<file path="src/rtl/litedram_arb_pkg.sv">
// Shared types and constants for the two-master LiteDRAM AXI4 arbiter.
package litedram_arb_pkg;

    typedef enum logic [1:0] {W_IDLE, W_ADDR, W_DATA, W_RESP} wr_state_t;
    typedef enum logic [1:0] {R_IDLE, R_ADDR, R_DATA}         rd_state_t;

    localparam logic [1:0] RESP_OKAY = 2'b00;

endpackage

</file>
<file path="src/rtl/litedram_arb_rr.sv">
// Two-request round-robin picker: registered grant, registered pointer that
// favours the master opposite to the one whose transaction just completed.
module litedram_arb_rr (
    input  logic       user_clk,
    input  logic       user_rst,
    input  logic [1:0] i_req,
    input  logic       i_load,
    input  logic       i_advance,
    output logic       o_grant
);

    logic r_grant;
    logic r_ptr;
    logic w_pick;

    // A lone requester wins; on a tie the pointer decides.
    always_comb begin
        case (i_req)
            2'b10:   w_pick = 1'b1;
            2'b11:   w_pick = r_ptr;
            default: w_pick = 1'b0;
        endcase
    end

    // NOTE: sequential state uses <= so every flop samples pre-edge values.
    always_ff @(posedge user_clk) begin
        if (user_rst) begin
            r_grant <= 1'b0;
            r_ptr   <= 1'b0;
        end else begin
            if (i_load && (|i_req))
                r_grant <= w_pick;
            if (i_advance)
                r_ptr <= ~r_grant;
        end
    end

    assign o_grant = r_grant;

endmodule

</file>
<file path="src/rtl/litedram_axi_arb.sv">
// Two-master to one-slave AXI4 arbiter for the LiteDRAM user port; reads and
// writes are arbitrated independently and each channel locks for one burst.
module litedram_axi_arb
    import litedram_arb_pkg::*;
#(
    parameter int ID_WIDTH = 1,
    parameter int AW       = 27,
    parameter int DW       = 64
) (
    input  logic                  user_clk,
    input  logic                  user_rst,
    // master 0
    input  logic [ID_WIDTH-1:0]   i_m0_awid,
    input  logic [AW-1:0]         i_m0_awaddr,
    input  logic [7:0]            i_m0_awlen,
    input  logic [3:0]            i_m0_awsize,
    input  logic [1:0]            i_m0_awburst,
    input  logic                  i_m0_awvalid,
    output logic                  o_m0_awready,
    input  logic [DW-1:0]         i_m0_wdata,
    input  logic [DW/8-1:0]       i_m0_wstrb,
    input  logic                  i_m0_wlast,
    input  logic                  i_m0_wvalid,
    output logic                  o_m0_wready,
    output logic [ID_WIDTH-1:0]   o_m0_bid,
    output logic [1:0]            o_m0_bresp,
    output logic                  o_m0_bvalid,
    input  logic                  i_m0_bready,
    input  logic [ID_WIDTH-1:0]   i_m0_arid,
    input  logic [AW-1:0]         i_m0_araddr,
    input  logic [7:0]            i_m0_arlen,
    input  logic [3:0]            i_m0_arsize,
    input  logic [1:0]            i_m0_arburst,
    input  logic                  i_m0_arvalid,
    output logic                  o_m0_arready,
    output logic [ID_WIDTH-1:0]   o_m0_rid,
    output logic [DW-1:0]         o_m0_rdata,
    output logic [1:0]            o_m0_rresp,
    output logic                  o_m0_rlast,
    output logic                  o_m0_rvalid,
    input  logic                  i_m0_rready,
    // master 1
    input  logic [ID_WIDTH-1:0]   i_m1_awid,
    input  logic [AW-1:0]         i_m1_awaddr,
    input  logic [7:0]            i_m1_awlen,
    input  logic [3:0]            i_m1_awsize,
    input  logic [1:0]            i_m1_awburst,
    input  logic                  i_m1_awvalid,
    output logic                  o_m1_awready,
    input  logic [DW-1:0]         i_m1_wdata,
    input  logic [DW/8-1:0]       i_m1_wstrb,
    input  logic                  i_m1_wlast,
    input  logic                  i_m1_wvalid,
    output logic                  o_m1_wready,
    output logic [ID_WIDTH-1:0]   o_m1_bid,
    output logic [1:0]            o_m1_bresp,
    output logic                  o_m1_bvalid,
    input  logic                  i_m1_bready,
    input  logic [ID_WIDTH-1:0]   i_m1_arid,
    input  logic [AW-1:0]         i_m1_araddr,
    input  logic [7:0]            i_m1_arlen,
    input  logic [3:0]            i_m1_arsize,
    input  logic [1:0]            i_m1_arburst,
    input  logic                  i_m1_arvalid,
    output logic                  o_m1_arready,
    output logic [ID_WIDTH-1:0]   o_m1_rid,
    output logic [DW-1:0]         o_m1_rdata,
    output logic [1:0]            o_m1_rresp,
    output logic                  o_m1_rlast,
    output logic                  o_m1_rvalid,
    input  logic                  i_m1_rready,
    // slave side, toward the LiteDRAM core
    output logic [ID_WIDTH:0]     o_s_awid,
    output logic [AW-1:0]         o_s_awaddr,
    output logic [7:0]            o_s_awlen,
    output logic [3:0]            o_s_awsize,
    output logic [1:0]            o_s_awburst,
    output logic                  o_s_awvalid,
    input  logic                  i_s_awready,
    output logic [DW-1:0]         o_s_wdata,
    output logic [DW/8-1:0]       o_s_wstrb,
    output logic                  o_s_wlast,
    output logic                  o_s_wvalid,
    input  logic                  i_s_wready,
    input  logic [ID_WIDTH:0]     i_s_bid,
    input  logic [1:0]            i_s_bresp,
    input  logic                  i_s_bvalid,
    output logic                  o_s_bready,
    output logic [ID_WIDTH:0]     o_s_arid,
    output logic [AW-1:0]         o_s_araddr,
    output logic [7:0]            o_s_arlen,
    output logic [3:0]            o_s_arsize,
    output logic [1:0]            o_s_arburst,
    output logic                  o_s_arvalid,
    input  logic                  i_s_arready,
    input  logic [ID_WIDTH:0]     i_s_rid,
    input  logic [DW-1:0]         i_s_rdata,
    input  logic [1:0]            i_s_rresp,
    input  logic                  i_s_rlast,
    input  logic                  i_s_rvalid,
    output logic                  o_s_rready
);

    wr_state_t r_wstate, w_wstate_nxt;
    rd_state_t r_rstate, w_rstate_nxt;
    logic      w_wgnt, w_rgnt;
    logic      w_wdone, w_rdone;
    logic      w_unused_id_msb;

    // Responses route by the locked grant, so the slave ID MSB is not needed.
    assign w_unused_id_msb = i_s_bid[ID_WIDTH] ^ i_s_rid[ID_WIDTH];

    assign w_wdone = (r_wstate == W_RESP) && i_s_bvalid && o_s_bready;
    assign w_rdone = (r_rstate == R_DATA) && i_s_rvalid && o_s_rready && i_s_rlast;

    litedram_arb_rr u_wr_rr (
        .user_clk  (user_clk),
        .user_rst  (user_rst),
        .i_req     ({i_m1_awvalid, i_m0_awvalid}),
        .i_load    (r_wstate == W_IDLE),
        .i_advance (w_wdone),
        .o_grant   (w_wgnt)
    );

    litedram_arb_rr u_rd_rr (
        .user_clk  (user_clk),
        .user_rst  (user_rst),
        .i_req     ({i_m1_arvalid, i_m0_arvalid}),
        .i_load    (r_rstate == R_IDLE),
        .i_advance (w_rdone),
        .o_grant   (w_rgnt)
    );

    always_ff @(posedge user_clk) begin
        if (user_rst) begin
            r_wstate <= W_IDLE;
            r_rstate <= R_IDLE;
        end else begin
            r_wstate <= w_wstate_nxt;
            r_rstate <= w_rstate_nxt;
        end
    end

    always_comb begin
        w_wstate_nxt = r_wstate;
        case (r_wstate)
            W_IDLE:  if (i_m0_awvalid || i_m1_awvalid)        w_wstate_nxt = W_ADDR;
            W_ADDR:  if (i_s_awready)                         w_wstate_nxt = W_DATA;
            W_DATA:  if (o_s_wvalid && i_s_wready && o_s_wlast) w_wstate_nxt = W_RESP;
            W_RESP:  if (w_wdone)                             w_wstate_nxt = W_IDLE;
            default:                                          w_wstate_nxt = W_IDLE;
        endcase
    end

    always_comb begin
        w_rstate_nxt = r_rstate;
        case (r_rstate)
            R_IDLE:  if (i_m0_arvalid || i_m1_arvalid) w_rstate_nxt = R_ADDR;
            R_ADDR:  if (i_s_arready)                  w_rstate_nxt = R_DATA;
            R_DATA:  if (w_rdone)                      w_rstate_nxt = R_IDLE;
            default:                                   w_rstate_nxt = R_IDLE;
        endcase
    end

    // Write channel muxes: payloads are gated by state so idle outputs read 0.
    always_comb begin
        // NOTE: every output gets a default first so no latch is inferred.
        o_s_awid     = '0;
        o_s_awaddr   = '0;
        o_s_awlen    = '0;
        o_s_awsize   = '0;
        o_s_awburst  = '0;
        o_s_awvalid  = 1'b0;
        o_s_wdata    = '0;
        o_s_wstrb    = '0;
        o_s_wlast    = 1'b0;
        o_s_wvalid   = 1'b0;
        o_s_bready   = 1'b0;
        o_m0_awready = 1'b0;
        o_m1_awready = 1'b0;
        o_m0_wready  = 1'b0;
        o_m1_wready  = 1'b0;
        o_m0_bid     = '0;
        o_m1_bid     = '0;
        o_m0_bresp   = RESP_OKAY;
        o_m1_bresp   = RESP_OKAY;
        o_m0_bvalid  = 1'b0;
        o_m1_bvalid  = 1'b0;
        case (r_wstate)
            W_ADDR: begin
                o_s_awvalid  = 1'b1;
                o_s_awid     = {w_wgnt, (w_wgnt ? i_m1_awid : i_m0_awid)};
                o_s_awaddr   = w_wgnt ? i_m1_awaddr  : i_m0_awaddr;
                o_s_awlen    = w_wgnt ? i_m1_awlen   : i_m0_awlen;
                o_s_awsize   = w_wgnt ? i_m1_awsize  : i_m0_awsize;
                o_s_awburst  = w_wgnt ? i_m1_awburst : i_m0_awburst;
                o_m0_awready = !w_wgnt && i_s_awready;
                o_m1_awready =  w_wgnt && i_s_awready;
            end
            W_DATA: begin
                o_s_wvalid  = w_wgnt ? i_m1_wvalid : i_m0_wvalid;
                o_s_wdata   = w_wgnt ? i_m1_wdata  : i_m0_wdata;
                o_s_wstrb   = w_wgnt ? i_m1_wstrb  : i_m0_wstrb;
                o_s_wlast   = w_wgnt ? i_m1_wlast  : i_m0_wlast;
                o_m0_wready = !w_wgnt && i_s_wready;
                o_m1_wready =  w_wgnt && i_s_wready;
            end
            W_RESP: begin
                o_s_bready = w_wgnt ? i_m1_bready : i_m0_bready;
                if (w_wgnt) begin
                    o_m1_bvalid = i_s_bvalid;
                    o_m1_bid    = i_s_bid[ID_WIDTH-1:0];
                    o_m1_bresp  = i_s_bresp;
                end else begin
                    o_m0_bvalid = i_s_bvalid;
                    o_m0_bid    = i_s_bid[ID_WIDTH-1:0];
                    o_m0_bresp  = i_s_bresp;
                end
            end
            default: ;
        endcase
    end

    always_comb begin
        o_s_arid     = '0;
        o_s_araddr   = '0;
        o_s_arlen    = '0;
        o_s_arsize   = '0;
        o_s_arburst  = '0;
        o_s_arvalid  = 1'b0;
        o_s_rready   = 1'b0;
        o_m0_arready = 1'b0;
        o_m1_arready = 1'b0;
        o_m0_rid     = '0;
        o_m1_rid     = '0;
        o_m0_rdata   = '0;
        o_m1_rdata   = '0;
        o_m0_rresp   = RESP_OKAY;
        o_m1_rresp   = RESP_OKAY;
        o_m0_rlast   = 1'b0;
        o_m1_rlast   = 1'b0;
        o_m0_rvalid  = 1'b0;
        o_m1_rvalid  = 1'b0;
        case (r_rstate)
            R_ADDR: begin
                o_s_arvalid  = 1'b1;
                o_s_arid     = {w_rgnt, (w_rgnt ? i_m1_arid : i_m0_arid)};
                o_s_araddr   = w_rgnt ? i_m1_araddr  : i_m0_araddr;
                o_s_arlen    = w_rgnt ? i_m1_arlen   : i_m0_arlen;
                o_s_arsize   = w_rgnt ? i_m1_arsize  : i_m0_arsize;
                o_s_arburst  = w_rgnt ? i_m1_arburst : i_m0_arburst;
                o_m0_arready = !w_rgnt && i_s_arready;
                o_m1_arready =  w_rgnt && i_s_arready;
            end
            R_DATA: begin
                o_s_rready = w_rgnt ? i_m1_rready : i_m0_rready;
                if (w_rgnt) begin
                    o_m1_rvalid = i_s_rvalid;
                    o_m1_rid    = i_s_rid[ID_WIDTH-1:0];
                    o_m1_rdata  = i_s_rdata;
                    o_m1_rresp  = i_s_rresp;
                    o_m1_rlast  = i_s_rlast;
                end else begin
                    o_m0_rvalid = i_s_rvalid;
                    o_m0_rid    = i_s_rid[ID_WIDTH-1:0];
                    o_m0_rdata  = i_s_rdata;
                    o_m0_rresp  = i_s_rresp;
                    o_m0_rlast  = i_s_rlast;
                end
            end
            default: ;
        endcase
    end

endmodule

</file>
<file path="config.mk">
export PLATFORM = sky130hd
export DESIGN_NAME = litedram_axi_arb
export DESIGN_NICKNAME = d
export VERILOG_FILES = /design/src/rtl/litedram_arb_pkg.sv /design/src/rtl/litedram_arb_rr.sv /design/src/rtl/litedram_axi_arb.sv
export SDC_FILE = /design/constraint.sdc
export NUM_CORES = 1
export LEC_CHECK = 0
export CORE_AREA = 4 4 277 279
export DETAILED_ROUTE_END_ITERATION = 10
export DIE_AREA = 0 0 281 283
export HOLD_SLACK_MARGIN = 0.08
export PLACE_DENSITY = 0.36
export SKIP_CTS_REPAIR_TIMING = 1
export SLEW_MARGIN = 20
export SYNTH_ARGS = -nofsm -noshare
export SYNTH_HDL_FRONTEND = slang
export SYNTH_SLANG_ARGS = --single-unit
</file>
<file path="constraint.sdc">
create_clock -name user_clk -period 2 [get_ports user_clk]
set_input_delay 0.4 -clock user_clk [delete_from_list [all_inputs] [get_ports user_clk]]
set_output_delay 0.4 -clock user_clk [all_outputs]
set_load 0.02 [all_outputs]
</file>
# After elaboration in Yosys (flattened, before gate mapping)
# Cells that the tools add are included.
[classes] n_reduce_logical=25 n_bitwise=2 muxes=83 n_eq_ne=16
[ops] cell="64-bit two-way mux" n=6
[ops] cell="27-bit two-way mux" n=4
[ops] cell="8-bit two-way mux" n=6
[ops] cell="2-bit two-way mux" n=21
[ops] cell="1-bit two-way mux" n=38
[ops] cell="4-bit two-way mux" n=4
[ops] cell="1-bit logical AND" n=15
[ops] cell="2-bit == test (second input constant)" n=7
[ops] cell="2-bit != test (second input constant)" n=5
[ops] cell="2-bit case mux with 4 select lines" n=1
[ops] cell="2-bit case mux with 3 select lines" n=1
[ops] cell="2-bit by 1-bit == test with 1-bit output (second input constant)" n=2
[ops] cell="2-bit logical NOT" n=2
[ops] cell="2-bit by 1-bit != test with 1-bit output (second input constant)" n=2
[ops] cell="1-bit case mux with 2 select lines" n=2
[ops] cell="4-bit AND reduction" n=1
[ops] cell="2-bit OR reduction" n=2
[ops] cell="3-bit AND reduction" n=1
[ops] cell="1-bit logical NOT" n=2
[ops] cell="1-bit logical OR" n=2
[ops] cell="1-bit inverter" n=2
[totals] wordCells=132 regBits=8 output_inout_bits=316

# Logic depth before layout (Yosys ltp)
[depth] word_depth=6 depth_mapped=7 ltp_nobuf=6

# Modules after synthesis
# A second synthesis with hierarchy kept.
[hier_totals] hier_cells=586 area_unflattened_um2=4172.8
[modules_own_cells] mod="litedram_axi_arb" n_inst=1 cells_each=568 area_per_inst_um2=4012.6 seq_area_each_um2=80.1
[modules_own_cells] mod="litedram_arb_rr" n_inst=2 cells_each=9 area_per_inst_um2=80.1 seq_area_each_um2=40.0

# Worst setup path before layout
# OpenSTA, ideal clock, no wires.
[synth_timing] path_type="register -> output" start="register r_wstate[1]" end="output port o_s_awaddr[19]" stages_incl_launch_ff=6 slack_ps=115 arrival_time_ps=1485 cell_sequence="dfxtp_1 -> inv_1 -> ha_1 -> clkbuf_1 -> clkbuf_1 -> nor2b_1"
[synth_between] elab_chain_len=2
[synth_rtl] item="start: declaration" line_no="litedram_axi_arb.sv:104" text="wr_state_t r_wstate, w_wstate_nxt;"
[synth_rtl] item="start signal: assignment" line_no="litedram_axi_arb.sv:139" text="r_wstate <= w_wstate_nxt;"
[synth_rtl] item="2-bit by 1-bit == test with 1-bit output" line_no="litedram_axi_arb.sv:189" text="case (r_wstate)"
[synth_rtl] item="27-bit two-way mux" line_no="litedram_axi_arb.sv:189"
[synth_rtl] item="end: declaration" line_no="litedram_axi_arb.sv:74" text="output logic [AW-1:0] o_s_awaddr,"
# Every way passes these cells.

# Worst setup path after layout
[layout_timing] start="register r_wstate[0]" end="output port o_s_wdata[17]"
[layout_between] elab_chain_len=2
[layout_rtl] item="2-bit == test" line_no="litedram_axi_arb.sv:189"
[layout_rtl] item="64-bit two-way mux" line_no="litedram_axi_arb.sv:189"
[layout_rtl] item="end: declaration" line_no="litedram_axi_arb.sv:80" text="output logic [DW-1:0] o_s_wdata,"
# Every way passes these cells.

==> results.md <==
* Initial antenna violation count at 0
* Fraction of registers with async set/reset at 0%
* CTS sink cnt at 8
* Total number of yosys warnings at 0
* Clock latency at the later pin of the worst-skew pair at 0.24 ns
* Logic pwr share at 91.6%
* Period utilization at 101%
* Root buffer cell: clkbuf_16
* Final setup violation count at 1
* Avg WL per Cell at roughly 16 um
* WP buf/inv at 6
* Kind of critical path: reg2out
* Syn-to-layout area delta at 214%
* Synth Cell Area at 4160 um2
* Clock share of power at ~5.1%
* Pwr dens at 533 nW/um2
* Grt total ovfl at 0
* Drt via density at 3.03
* CTS Buffer Depth at 2
* WP data required at 1.60 ns
* Main synth FF type: dfxtp_1
* Layout net count at 1749
* Count of distinct cell types in the synthesized netlist at 27
* RSZ-0062 raised after global routing: true
* Worst-path maximum fanout at 7
* Die Ht at 283 um
* Fillers at 8431
* Die width at 281 um
* Core ar. at 74200 um2
* Sw power at 3.11 mW
* Slew headroom at 75.5%
* Crit path launch type: flop
* Pwr Total at 6.95 mW
* Routed WL at between 30 and 40 mm
* # DRC at 0
* Max incr delay on CP at roughly 0.33 ns
* First-pass GRT wire length at around 48 mm
* Minimum clock period at 2.01 ns
* Final Hold Fails at 0
* Die area at 79500 um2
* Peak supply drop at 531 uV
* Fmax at between 0.4 and 0.5 GHz
* Crit. End Element: output pin
* Tightest Pin Transition at 0.361 ns
* CP dominant cell by count: clkbuf_16
* Vias at approximately 7000
* Initial Util at 5.61%
* Crit-path leading delay family: buffers and inverters
* Sw Ratio at around 45%
* DRT Pass-1 Iters at 4
* Register area share after synthesis at 3.85%
* Vias in the first global route at approximately 7200
* I/O Buffers at around 720
* ANT nets after route at 0
* I/O pin count at 720
* Leakage power at 6.67 nW
* GPL Wtd Cong at 0.851
* Syn Inst Count at between 500 and 600
* Clk pin slew, worst setup/hold paths at 0.04 ns
* Fin cells at 2310
* P_int at approximately 3.8 mW
* Violated checks: negative setup slack
* Max Slew Vio Count at 0
* Post-route design area at between 10000 and 15000 um2
* Synthesized Nets at 995
* Placed Instance Area at 12900 um2
* Overall routing resource usage at just under 8%
* Min-delay worst type: reg2reg
* CTS Buf Count at 3
* Post-synth EDFFs at 0
* Pin count of the biggest net entering global routing at 70
* Status: finished, violations left
* Ratio of cells with drive above 1 in the final layout at a little over a quarter
* Mapped Avg Cell Area at 7.09 um2
* Final worst slack at -0.0138 ns
* H-Tree Depth at 1
* WHS at approximately 0.47 ns
* Core Util, Final at around 18%
* Num rows at 100
* 1st-iter DRT viols at 131
* Seq pwr share at 3.3%
* FF+latch count, synth at 8
* Clk_skew at 0.000272 ns
* Slowest CP cell: dfxtp_2
* CP cell instances: inv_2 -> ha_4 -> buf_6 -> clkbuf_16 -> buf_8 -> clkbuf_16 -> nor2b_1 -> buf_4
* CTS tree: done
* Worst path arrival time at around 1.6 ns
* Max-Cap Viols at 0
* Cells after DPL at roughly 2300
* Dpl hpwl at between 30 and 40 mm
==> through the flow <==
stage	setup TNS, ns	setup slack, ns
after floorplan	0	0.115
after detailed placement	-41.23	-0.289
final	-0.0138	-0.0138
after global placement	-41.36	-0.287
after CTS	-116.78	-0.541
after global routing	-1.31	-0.0785
==> cells in the mapped netlist, types with 2 or more instances <==
cell type / count / area, um2
a32oi_1: 2 / 17.5
clkbuf_1: 30 / 113
mux2i_1: 162 / 1620
buf_2: 20 / 100
nor2_1: 53 / 199
and3_1: 9 / 56.3
clkbuf_2: 2 / 10.0
and2_1: 142 / 888
nand2_1: 8 / 30.0
inv_1: 7 / 26.3
nor3_1: 2 / 10.0
a21oi_1: 2 / 10.0
dfxtp_1: 8 / 160
nor2b_1: 119 / 744
nand2b_1: 5 / 31.3
ha_1: 4 / 50.1
nor2_2: 2 / 12.5
==> kinds of logic after synthesis <==
logic type / Yosys count / share of synthesized area (%)
DFF: 8 / 3.85
and+or+nand+nor: 343 / 47.9
muxes: 162 / 39.0
buffers and inverters: 60 / 6.26
adders and majority gates: 4 / 1.20
AOI/OAI and AO/OA: 10 / 1.84
==> worst register-to-register path: cells and delay by family (launching register included) <==
kind                   cells  cell delay [ns]
flip-flops                 1             0.36
AO/OA/AOI/OAI              3             0.66
multiplexers               1             0.14
buffers and inverters      3             0.47
==> layer usage <==
| layer | routed length [um] | track usage, % | up-vias |
|---|---|---|---|
| met2 | 21700 | 17.2 | 403 |
| li1 | - | - | 3436 |
| met3 | 3080 | 1.93 | 12 |
| met5 | 0 | 0 | - |
| met4 | 246 | 0.646 | 0 |
| met1 | 13000 | 7.54 | 3159 |
==> flip-flops by register name (all words and copies together) (netlist names) <==
register / cells
r_rstate: 2
u_wr_rr.r_ptr: 1
r_wstate: 2
u_rd_rr.r_ptr: 1
u_rd_rr.o_grant: 1
u_wr_rr.o_grant: 1
==> worst paths after layout <==
kind,cells after the start,slack (ns),endpoint,startpoint
hold reg to reg,2,0.47,u_wr_rr.r_ptr,u_wr_rr.r_ptr
setup reg to reg,7,0.29,r_wstate[0],u_wr_rr.o_grant
setup / recovery,8,-0.01,o_s_wdata[17],r_wstate[0]
hold / removal,2,0.47,u_wr_rr.r_ptr,u_wr_rr.r_ptr
==> layout make-up <==
class	count	area, um2	area share [%]
antenna	1	2.50	0.0192
sequential	8	171	1.31
clock buffer	4	78.8	0.604
inverter	7	26.3	0.201
timing repair buffer	802	7570	58.1
tap	969	1210	9.29
multi-input combinational	519	3980	30.5
==> power groups by stage <==
| stage | Clock [mW] | Combinational, mW | Sequential [mW] |
|---|---|---|---|
| floorplan | 0 | 2.71 | 0.216 |
| global placement | 0 | 6.09 | 0.242 |
| detailed placement | 0 | 6.04 | 0.244 |
| CTS | 0.373 | 6.08 | 0.242 |
| global route | 0.381 | 6.79 | 0.237 |
| finish | 0.354 | 6.36 | 0.231 |
==> cell usage in the layout (no fill, tap or decap), drive strengths merged, types with 2 or more instances in the layout <==
| cell type | synthesis | routed |
|---|---|---|
| a21oi | 2 | 2 |
| a32oi | 2 | 2 |
| and2 | 142 | 142 |
| and3 | 9 | 9 |
| buf | 21 | 139 |
| clkbuf | 32 | 170 |
| clkdlybuf4s50 | 0 | 400 |
| dfxtp | 8 | 8 |
| dlymetal6s2s | 0 | 97 |
| ha | 4 | 4 |
| inv | 7 | 7 |
| mux2i | 162 | 162 |
| nand2 | 8 | 8 |
| nand2b | 5 | 5 |
| nor2 | 55 | 55 |
| nor2b | 119 | 119 |
| nor3 | 2 | 2 |
Note: power is estimated with default switching activity, not from simulation.
